[config.mk]
export PLATFORM = sky130hd
export DESIGN_NAME = vector_stroke_engine
export DESIGN_NICKNAME = d
export VERILOG_FILES = /design/src/rtl/vector_stroke_engine.sv
export SDC_FILE = /design/constraint.sdc
export NUM_CORES = 1
export LEC_CHECK = 0
export CAP_MARGIN = 10
export CORE_ASPECT_RATIO = 1.75
export CORE_MARGIN = 2
export CORE_UTILIZATION = 45
export DETAILED_ROUTE_END_ITERATION = 8
export SKIP_CTS_REPAIR_TIMING = 1
export SLEW_MARGIN = 40
export SYNTH_ARGS = -nofsm -noshare
export SYNTH_HDL_FRONTEND = slang
export SYNTH_SLANG_ARGS = --single-unit
[constraint.sdc]
create_clock -name clk -period 6.27 [get_ports clk]
set_input_delay 0.627 -clock clk [delete_from_list [all_inputs] [get_ports clk]]
set_output_delay 0.627 -clock clk [all_outputs]
set_load 0.02 [all_outputs]
[src/rtl/vector_stroke_engine.sv]
// Vector stroke engine: buffers draw/jump commands, rasterises draws with
// Bresenham and streams X/Y/Z frames to a multi-channel DAC.
module vector_stroke_engine #(
  parameter int WIDTH         = 12,
  parameter int Z_WIDTH       = 8,
  parameter int FIFO_DEPTH    = 16,
  parameter int SETTLE_FRAMES = 4
) (
  input  logic                          clk,
  input  logic                          reset,
  input  logic                          pt_valid,
  output logic                          pt_ready,
  input  logic [WIDTH-1:0]              pt_x,
  input  logic [WIDTH-1:0]              pt_y,
  input  logic [Z_WIDTH-1:0]            pt_z,
  input  logic                          pt_jump,
  input  logic                          dac_ready,
  output logic                          dac_strobe,
  output logic [1:0]                    dac_channel,
  output logic [WIDTH-1:0]              dac_value,
  output logic                          busy,
  output logic [$clog2(FIFO_DEPTH):0]   fifo_level,
  output logic                          overflow
);

  localparam int AW = $clog2(FIFO_DEPTH);
  localparam int SW = WIDTH + 2;
  localparam int CW = (SETTLE_FRAMES > 0) ? $clog2(SETTLE_FRAMES + 1) : 1;
  localparam int EW = 2 * WIDTH + Z_WIDTH + 1;
  localparam logic [AW:0]          DEPTH_L = (AW + 1)'(FIFO_DEPTH);
  localparam logic signed [SW-1:0] S_ZERO  = '0;

  typedef enum logic [1:0] {IDLE, LOAD, STEP, EMIT} state_t;

  state_t                 state_q, state_d;
  logic [AW-1:0]          wr_ptr_q, wr_ptr_d, rd_ptr_q, rd_ptr_d;
  logic [AW:0]            level_q, level_d;
  logic                   overflow_q, overflow_d;
  logic [WIDTH-1:0]       pos_x_q, pos_x_d, pos_y_q, pos_y_d;
  logic [WIDTH-1:0]       tgt_x_q, tgt_x_d, tgt_y_q, tgt_y_d;
  logic [Z_WIDTH-1:0]     z_q, z_d;
  logic                   jump_q, jump_d;
  logic signed [SW-1:0]   dx_q, dx_d, dy_q, dy_d, err_q, err_d;
  logic                   sx_neg_q, sx_neg_d, sy_neg_q, sy_neg_d;
  logic [CW-1:0]          settle_q, settle_d;
  logic                   emitted_q, emitted_d;
  logic [1:0]             chan_q, chan_d;

  logic [EW-1:0]          mem [FIFO_DEPTH];
  logic [WIDTH-1:0]       head_x, head_y;
  logic [Z_WIDTH-1:0]     head_z;
  logic                   head_jump;
  logic                   push, pop;

  logic signed [SW-1:0]   diff_x, diff_y, e2;
  logic                   at_target, step_x, step_y;

  assign pt_ready = (level_q < DEPTH_L);
  assign push     = pt_valid && pt_ready;
  assign {head_jump, head_z, head_y, head_x} = mem[rd_ptr_q];

  // NOTE: command storage has no reset; validity is tracked by the pointers
  // and level, so clearing the array would only cost routing.
  always_ff @(posedge clk) begin
    if (push) mem[wr_ptr_q] <= {pt_jump, pt_z, pt_y, pt_x};
  end

  assign diff_x    = $signed({2'b00, tgt_x_q}) - $signed({2'b00, pos_x_q});
  assign diff_y    = $signed({2'b00, tgt_y_q}) - $signed({2'b00, pos_y_q});
  assign at_target = (pos_x_q == tgt_x_q) && (pos_y_q == tgt_y_q);
  assign e2        = err_q <<< 1;
  assign step_x    = (e2 >= dy_q);
  assign step_y    = (e2 <= dx_q);

  // NOTE: every *_d gets its hold value first so no path leaves a signal
  // unassigned, which would otherwise infer a latch.
  always_comb begin
    state_d    = state_q;
    wr_ptr_d   = wr_ptr_q;
    rd_ptr_d   = rd_ptr_q;
    level_d    = level_q;
    overflow_d = overflow_q | (pt_valid & ~pt_ready);
    pos_x_d    = pos_x_q;
    pos_y_d    = pos_y_q;
    tgt_x_d    = tgt_x_q;
    tgt_y_d    = tgt_y_q;
    z_d        = z_q;
    jump_d     = jump_q;
    dx_d       = dx_q;
    dy_d       = dy_q;
    err_d      = err_q;
    sx_neg_d   = sx_neg_q;
    sy_neg_d   = sy_neg_q;
    settle_d   = settle_q;
    emitted_d  = emitted_q;
    chan_d     = chan_q;
    pop        = 1'b0;

    // The whole engine stalls while the DAC is not ready.
    if (dac_ready) begin
      unique case (state_q)
        IDLE: begin
          if (level_q != '0) begin
            pop     = 1'b1;
            tgt_x_d = head_x;
            tgt_y_d = head_y;
            z_d     = head_z;
            jump_d  = head_jump;
            state_d = LOAD;
          end
        end
        LOAD: begin
          dx_d      = (diff_x < 0) ? -diff_x : diff_x;
          dy_d      = (diff_y < 0) ? diff_y : -diff_y;
          sx_neg_d  = (diff_x < 0);
          sy_neg_d  = (diff_y < 0);
          err_d     = ((diff_x < 0) ? -diff_x : diff_x) + ((diff_y < 0) ? diff_y : -diff_y);
          emitted_d = 1'b0;
          chan_d    = 2'd0;
          if (jump_q) begin
            pos_x_d  = tgt_x_q;
            pos_y_d  = tgt_y_q;
            z_d      = '0;
            settle_d = CW'(SETTLE_FRAMES);
            state_d  = EMIT;
          end else begin
            state_d  = STEP;
          end
        end
        STEP: begin
          if (at_target) begin
            // A zero-length draw still owes one frame at the current position.
            state_d = emitted_q ? IDLE : EMIT;
          end else begin
            err_d = err_q + (step_x ? dy_q : S_ZERO) + (step_y ? dx_q : S_ZERO);
            if (step_x) pos_x_d = sx_neg_q ? pos_x_q - WIDTH'(1) : pos_x_q + WIDTH'(1);
            if (step_y) pos_y_d = sy_neg_q ? pos_y_q - WIDTH'(1) : pos_y_q + WIDTH'(1);
            state_d = EMIT;
          end
        end
        EMIT: begin
          if (chan_q == 2'd2) begin
            chan_d    = 2'd0;
            emitted_d = 1'b1;
            if (!jump_q)              state_d  = STEP;
            else if (settle_q != '0)  settle_d = settle_q - CW'(1);
            else                      state_d  = IDLE;
          end else begin
            chan_d = chan_q + 2'd1;
          end
        end
        default: state_d = IDLE;
      endcase
    end

    if (push) wr_ptr_d = wr_ptr_q + AW'(1);
    if (pop)  rd_ptr_d = rd_ptr_q + AW'(1);
    if (push && !pop)      level_d = level_q + (AW + 1)'(1);
    else if (pop && !push) level_d = level_q - (AW + 1)'(1);
  end

  // NOTE: state registers use non-blocking assignments so every flop samples
  // the values from before this edge, independent of statement order.
  always_ff @(posedge clk) begin
    if (reset) begin
      state_q    <= IDLE;
      wr_ptr_q   <= '0;
      rd_ptr_q   <= '0;
      level_q    <= '0;
      overflow_q <= 1'b0;
      pos_x_q    <= '0;
      pos_y_q    <= '0;
      tgt_x_q    <= '0;
      tgt_y_q    <= '0;
      z_q        <= '0;
      jump_q     <= 1'b0;
      dx_q       <= '0;
      dy_q       <= '0;
      err_q      <= '0;
      sx_neg_q   <= 1'b0;
      sy_neg_q   <= 1'b0;
      settle_q   <= '0;
      emitted_q  <= 1'b0;
      chan_q     <= 2'd0;
    end else begin
      state_q    <= state_d;
      wr_ptr_q   <= wr_ptr_d;
      rd_ptr_q   <= rd_ptr_d;
      level_q    <= level_d;
      overflow_q <= overflow_d;
      pos_x_q    <= pos_x_d;
      pos_y_q    <= pos_y_d;
      tgt_x_q    <= tgt_x_d;
      tgt_y_q    <= tgt_y_d;
      z_q        <= z_d;
      jump_q     <= jump_d;
      dx_q       <= dx_d;
      dy_q       <= dy_d;
      err_q      <= err_d;
      sx_neg_q   <= sx_neg_d;
      sy_neg_q   <= sy_neg_d;
      settle_q   <= settle_d;
      emitted_q  <= emitted_d;
      chan_q     <= chan_d;
    end
  end

  always_comb begin
    dac_value = '0;
    if (state_q == EMIT) begin
      unique case (chan_q)
        2'd0:    dac_value = pos_x_q;
        2'd1:    dac_value = pos_y_q;
        default: dac_value = WIDTH'(z_q) << (WIDTH - Z_WIDTH);
      endcase
    end
  end

  assign dac_strobe  = (state_q == EMIT) && dac_ready;
  assign dac_channel = (state_q == EMIT) ? chan_q : 2'd0;
  assign busy        = (state_q != IDLE) || (level_q != '0);
  assign fifo_level  = level_q;
  assign overflow    = overflow_q;

endmodule

==> impl_metrics.xml <==
<?xml version="1.0" encoding="UTF-8"?>
<metrics>
  <group name="worst_setup_path">
    <metric name="start_kind" unit="">flip-flop</metric>
    <metric name="crit_slowest_cell" unit="">o41ai_1</metric>
    <metric name="setup.worst_path.class" unit="">flip-flop to flip-flop</metric>
    <metric name="timing.critical_path.to_type" unit="">flip-flop</metric>
    <metric name="cp.buffers_inverters" unit="">2</metric>
    <metric name="cell_chain_of_the_critical_path" unit="">ha_1 &gt; inv_1 &gt; fa_1 &gt; a211oi_2 &gt; o21ai_0 &gt; a21oi_1 &gt; o21ai_0 &gt; a21oi_1 &gt; buf_4 &gt; mux2_2 &gt; fa_1 &gt; a21oi_1 &gt; nor2_1 &gt; nor2_1 &gt; o21ai_0 &gt; o41ai_1 &gt; o21ai_0 &gt; nand2_1 &gt; nor4b_1 &gt; nor4_2 &gt; xnor2_1 &gt; a2111oi_2</metric>
    <metric name="worstPathMaxFanout" unit="">16</metric>
    <metric name="critPathMostFrequentCell" unit="">o21ai_0</metric>
    <metric name="crit_required" unit="ns">6.78</metric>
    <metric name="worst_ep_arrival_time" unit="ns">6.31</metric>
    <metric name="slowest_delay" unit="ns">0.51</metric>
    <metric name="cp_top_family" unit="">compound AO/OA/AOI/OAI gates</metric>
  </group>
  <group name="routing">
    <metric name="antenna_left" unit="">0</metric>
    <metric name="dr.first_iter.drc_count" unit="">1241</metric>
    <metric name="remaining_drc_errors" unit="">0</metric>
    <metric name="wl" unit="µm">72930</metric>
    <metric name="dr.pass1.iters" unit="">5</metric>
    <metric name="wl_per_cell" unit="µm">24.81</metric>
    <metric name="detail_route.vias_per_cell" unit="">5.789</metric>
    <metric name="dr_total_vias" unit="">17010</metric>
  </group>
  <group name="clock_tree">
    <metric name="clock_sink_count" unit="">654</metric>
    <metric name="tritoncts_clock_tree" unit="">yes</metric>
    <metric name="max-clock-path-buffers" unit="">3</metric>
    <metric name="numCtsBuffers" unit="">59</metric>
    <metric name="insertion_delay" unit="ns">0.63</metric>
    <metric name="cts_root_buf" unit="">clkbuf_16</metric>
    <metric name="cts_max_level" unit="">2</metric>
    <metric name="clk_transition_reported_paths" unit="ns">0.06</metric>
  </group>
  <group name="power_and_ir_drop">
    <metric name="leakagePower" unit="µW">0.01109</metric>
    <metric name="power_switching_share" unit="">0.3992</metric>
    <metric name="clock_power_share" unit="">0.202</metric>
    <metric name="p_per_area" unit="nW/µm²">547.8</metric>
    <metric name="power_report.internal_total" unit="µW">10980</metric>
    <metric name="vdd.ir_drop.worst" unit="V">0.0004099</metric>
    <metric name="power.combinational.fraction" unit="">0.509</metric>
    <metric name="power.share.sequential" unit="">0.289</metric>
    <metric name="switching_power" unit="µW">7294</metric>
  </group>
  <group name="sta">
    <metric name="max_clock_freq" unit="MHz">172.3</metric>
    <metric name="setup_viol" unit="">0</metric>
    <metric name="timing.final.crit_period" unit="ns">5.803</metric>
    <metric name="setup_ws" unit="ns">0.4674</metric>
    <metric name="maxSlewHeadroom" unit="">0.4706</metric>
    <metric name="final_max_slew_viol_count" unit="">0</metric>
    <metric name="setup_total_negative_slack" unit="ns">0</metric>
    <metric name="final.period_utilization" unit="">0.9255</metric>
    <metric name="hold_violations_final" unit="">0</metric>
    <metric name="max_slew.worst_pin.slew" unit="ns">0.7922</metric>
    <metric name="finClkSkew" unit="ns">0.01989</metric>
    <metric name="grt_setup_unrepaired" unit="">false</metric>
    <metric name="timing.hold.ws" unit="ns">0.4565</metric>
  </group>
  <group name="floorplanning">
    <metric name="fp.dieArea" unit="µm²">67920</metric>
    <metric name="die_width" unit="µm">197.9</metric>
    <metric name="top_level_ports" unit="">60</metric>
    <metric name="chipHeight" unit="µm">343.3</metric>
    <metric name="core_area" unit="µm²">65160</metric>
    <metric name="core.rowCount" unit="">124</metric>
    <metric name="starting_density_of_the_core" unit="">0.4542</metric>
  </group>
  <group name="logic_synthesis">
    <metric name="post_synth_instance_area" unit="µm²">29600</metric>
    <metric name="leading_cell_type_by_number_of_instances_after_synthesis" unit="">edfxtp_1</metric>
    <metric name="post-synth-top-area-cell" unit="">edfxtp_1</metric>
    <metric name="ys.flop_type" unit="">edfxtp_1</metric>
    <metric name="synth_enable_flop_cells" unit="">528</metric>
    <metric name="yosys-top-cells-count" unit="">528 x edfxtp_1, 175 x nor2_1, 165 x mux4_2</metric>
    <metric name="synthArstFlopShare" unit="">0</metric>
    <metric name="cells_taking_the_most_area_after_synthesis" unit="">edfxtp_1 54%, mux4_2 13%, dfxtp_1 8.5%, ha_1 4.5%, nor2_1 2.2%</metric>
    <metric name="synth-seq-area-share" unit="">0.6209</metric>
    <metric name="share_of_the_synthesized_area_in_the_top_cell_type" unit="">0.5357</metric>
    <metric name="netlist_instances" unit="">2005</metric>
    <metric name="syn_nets" unit="">2167</metric>
    <metric name="syn_area_per_cell" unit="µm²">14.76</metric>
    <metric name="synth-seq-cells" unit="">654</metric>
    <metric name="yosysWarningCount" unit="">0</metric>
    <metric name="yosys.cell_types.count" unit="">74</metric>
  </group>
  <group name="run_status">
    <metric name="outcome" unit="">completed</metric>
  </group>
  <group name="final_layout">
    <metric name="area_growth_syn_to_layout" unit="%">12.71</metric>
    <metric name="layout.nets" unit="">2235</metric>
    <metric name="layout-drive-gt1-share" unit="">0.1628</metric>
    <metric name="fillCellCount" unit="">5474</metric>
  </group>
  <group name="global_route">
    <metric name="final_global_route_overflow_total" unit="">0</metric>
    <metric name="groute.usage.overall" unit="">0.2192</metric>
    <metric name="global_route.usage.met2" unit="">0.4020</metric>
    <metric name="grt_use_met1" unit="">0.2449</metric>
    <metric name="grt_start_max_net_pins" unit="">133</metric>
    <metric name="top_usage_layer" unit="">met2</metric>
    <metric name="gr-usage-met3" unit="">0.02637</metric>
    <metric name="number_of_global_route_vias_before_repair" unit="">17840</metric>
    <metric name="antenna_found_initial" unit="">3</metric>
    <metric name="wire_length_of_the_first_global_routing_pass" unit="µm">109400</metric>
  </group>
  <group name="job">
    <metric name="drv_cap" unit="">0</metric>
  </group>
  <group name="worst_hold_path">
    <metric name="worst_hold_path_type" unit="">flip-flop to flip-flop</metric>
  </group>
  <group name="place">
    <metric name="portBuffers" unit="">59</metric>
    <metric name="place.gp.congestion" unit="">0.9026</metric>
    <metric name="hpwlAfterDp" unit="µm">47160</metric>
    <metric name="place_worst_setup_slack" unit="ns">0.6615</metric>
  </group>
</metrics>
-- layer usage --
metal | up-vias | wire length, µm | part of all wire
li1 | 7797 | - | -
met1 | 8635 | 26620 | 0.36
met2 | 394 | 39110 | 0.54
met3 | 184 | 2716 | 0.037
met4 | 4 | 4452 | 0.061
met5 | - | 27 | 0.00037
-- state kept, by name, indices dropped and copies added (netlist names), 2 cells and up, named ones only --
register    flops
pos_y_q        12
err_q          13
state_q         2
pos_x_q        12
tgt_x_q        12
wr_ptr_q        4
z_q             8
dx_q           14
chan_q          2
rd_ptr_q        4
dy_q           14
mem           528
tgt_y_q        12
fifo_level      5
settle_q        3
-- logic make-up after synthesis --
| group | Yosys count | share of synthesized area |
|---|---|---|
| adder cells (fa/ha/maj) | 125 | 0.05766 |
| AO/OA/AOI/OAI | 321 | 0.07174 |
| XOR/XNOR | 82 | 0.02515 |
| AND/OR/NAND/NOR | 449 | 0.06781 |
| flip-flops | 654 | 0.6209 |
| multiplexers | 181 | 0.1311 |
| buffers and inverters | 193 | 0.02566 |
-- layout by cell type (no fill, tap or decap), types with 41 or more instances in the layout --
master,netlist,final
edfxtp_1,528,528
mux4_2,165,165
nor2_1,175,163
nand2_1,135,135
dfxtp_1,126,120
a21oi_1,113,112
ha_1,106,106
inv_1,95,95
clkbuf_16,0,60
clkdlybuf4s50_1,0,58
xnor2_1,57,57
o21ai_0,48,48
a211oi_1,41,41
-- final timing paths --
check	cells past startpoint	slack, ns	end	start
hold / removal	2	0.46	dx_q[5]	dx_q[5]
setup reg to reg	22	0.47	err_q[12]	pos_y_q[0]
setup / recovery	22	0.47	err_q[12]	pos_y_q[0]
hold reg to reg	2	0.46	dx_q[5]	dx_q[5]
-- layout make-up --
cell class | count | area [µm²] | share of cell area
tap | 819 | 1025 | 0.03072
sequential | 654 | 18390 | 0.5513
multi-input combinational | 1158 | 10580 | 0.3172
clock inverter | 35 | 414.1 | 0.01242
antenna | 1 | 2.502 | 0.00007502
timing repair buffer | 104 | 1037 | 0.03109
clock buffer | 72 | 1546 | 0.04636
inverter | 96 | 360.3 | 0.01080
-- worst register-to-register path, stage by stage (launching register included) --
cell and delay [ns]:
dfxtp_1 0.38, ha_1 0.18, inv_1 0.05, fa_1 0.44, a211oi_2 0.27, o21ai_0 0.15, a21oi_1 0.27, o21ai_0 0.14
a21oi_1 0.16, buf_4 0.23, mux2_2 0.41, fa_1 0.42, a21oi_1 0.17, nor2_1 0.06, nor2_1 0.18, o21ai_0 0.22
o41ai_1 0.52, o21ai_0 0.34, nand2_1 0.20, nor4b_1 0.08, nor4_2 0.32, xnor2_1 0.13, a2111oi_2 0.36
-- per-stage QoR --
stage                     std cells  instance area, µm²  total power [µW]  utilization
after floorplan                2005               29600             12120            -
after global placement         2824               31250             14400       0.4796
after detailed placement       2829               31350             14620       0.4810
after CTS                      2936               33310             18330       0.5111
after global routing           2939               33360             19340       0.5119
final                          2939               33360             18270       0.5119
-- power by group through the flow --
stage                     clock [µW]  combinational [µW]  sequential (µW)
after global placement             0                8990             5410
final                           3680                9300             5290
after floorplan                    0                6870             5250
after detailed placement           0                9240             5390
after global routing            3920               10100             5320
after CTS                       3770                9270             5290
Note: power is estimated with default switching activity, not from simulation.
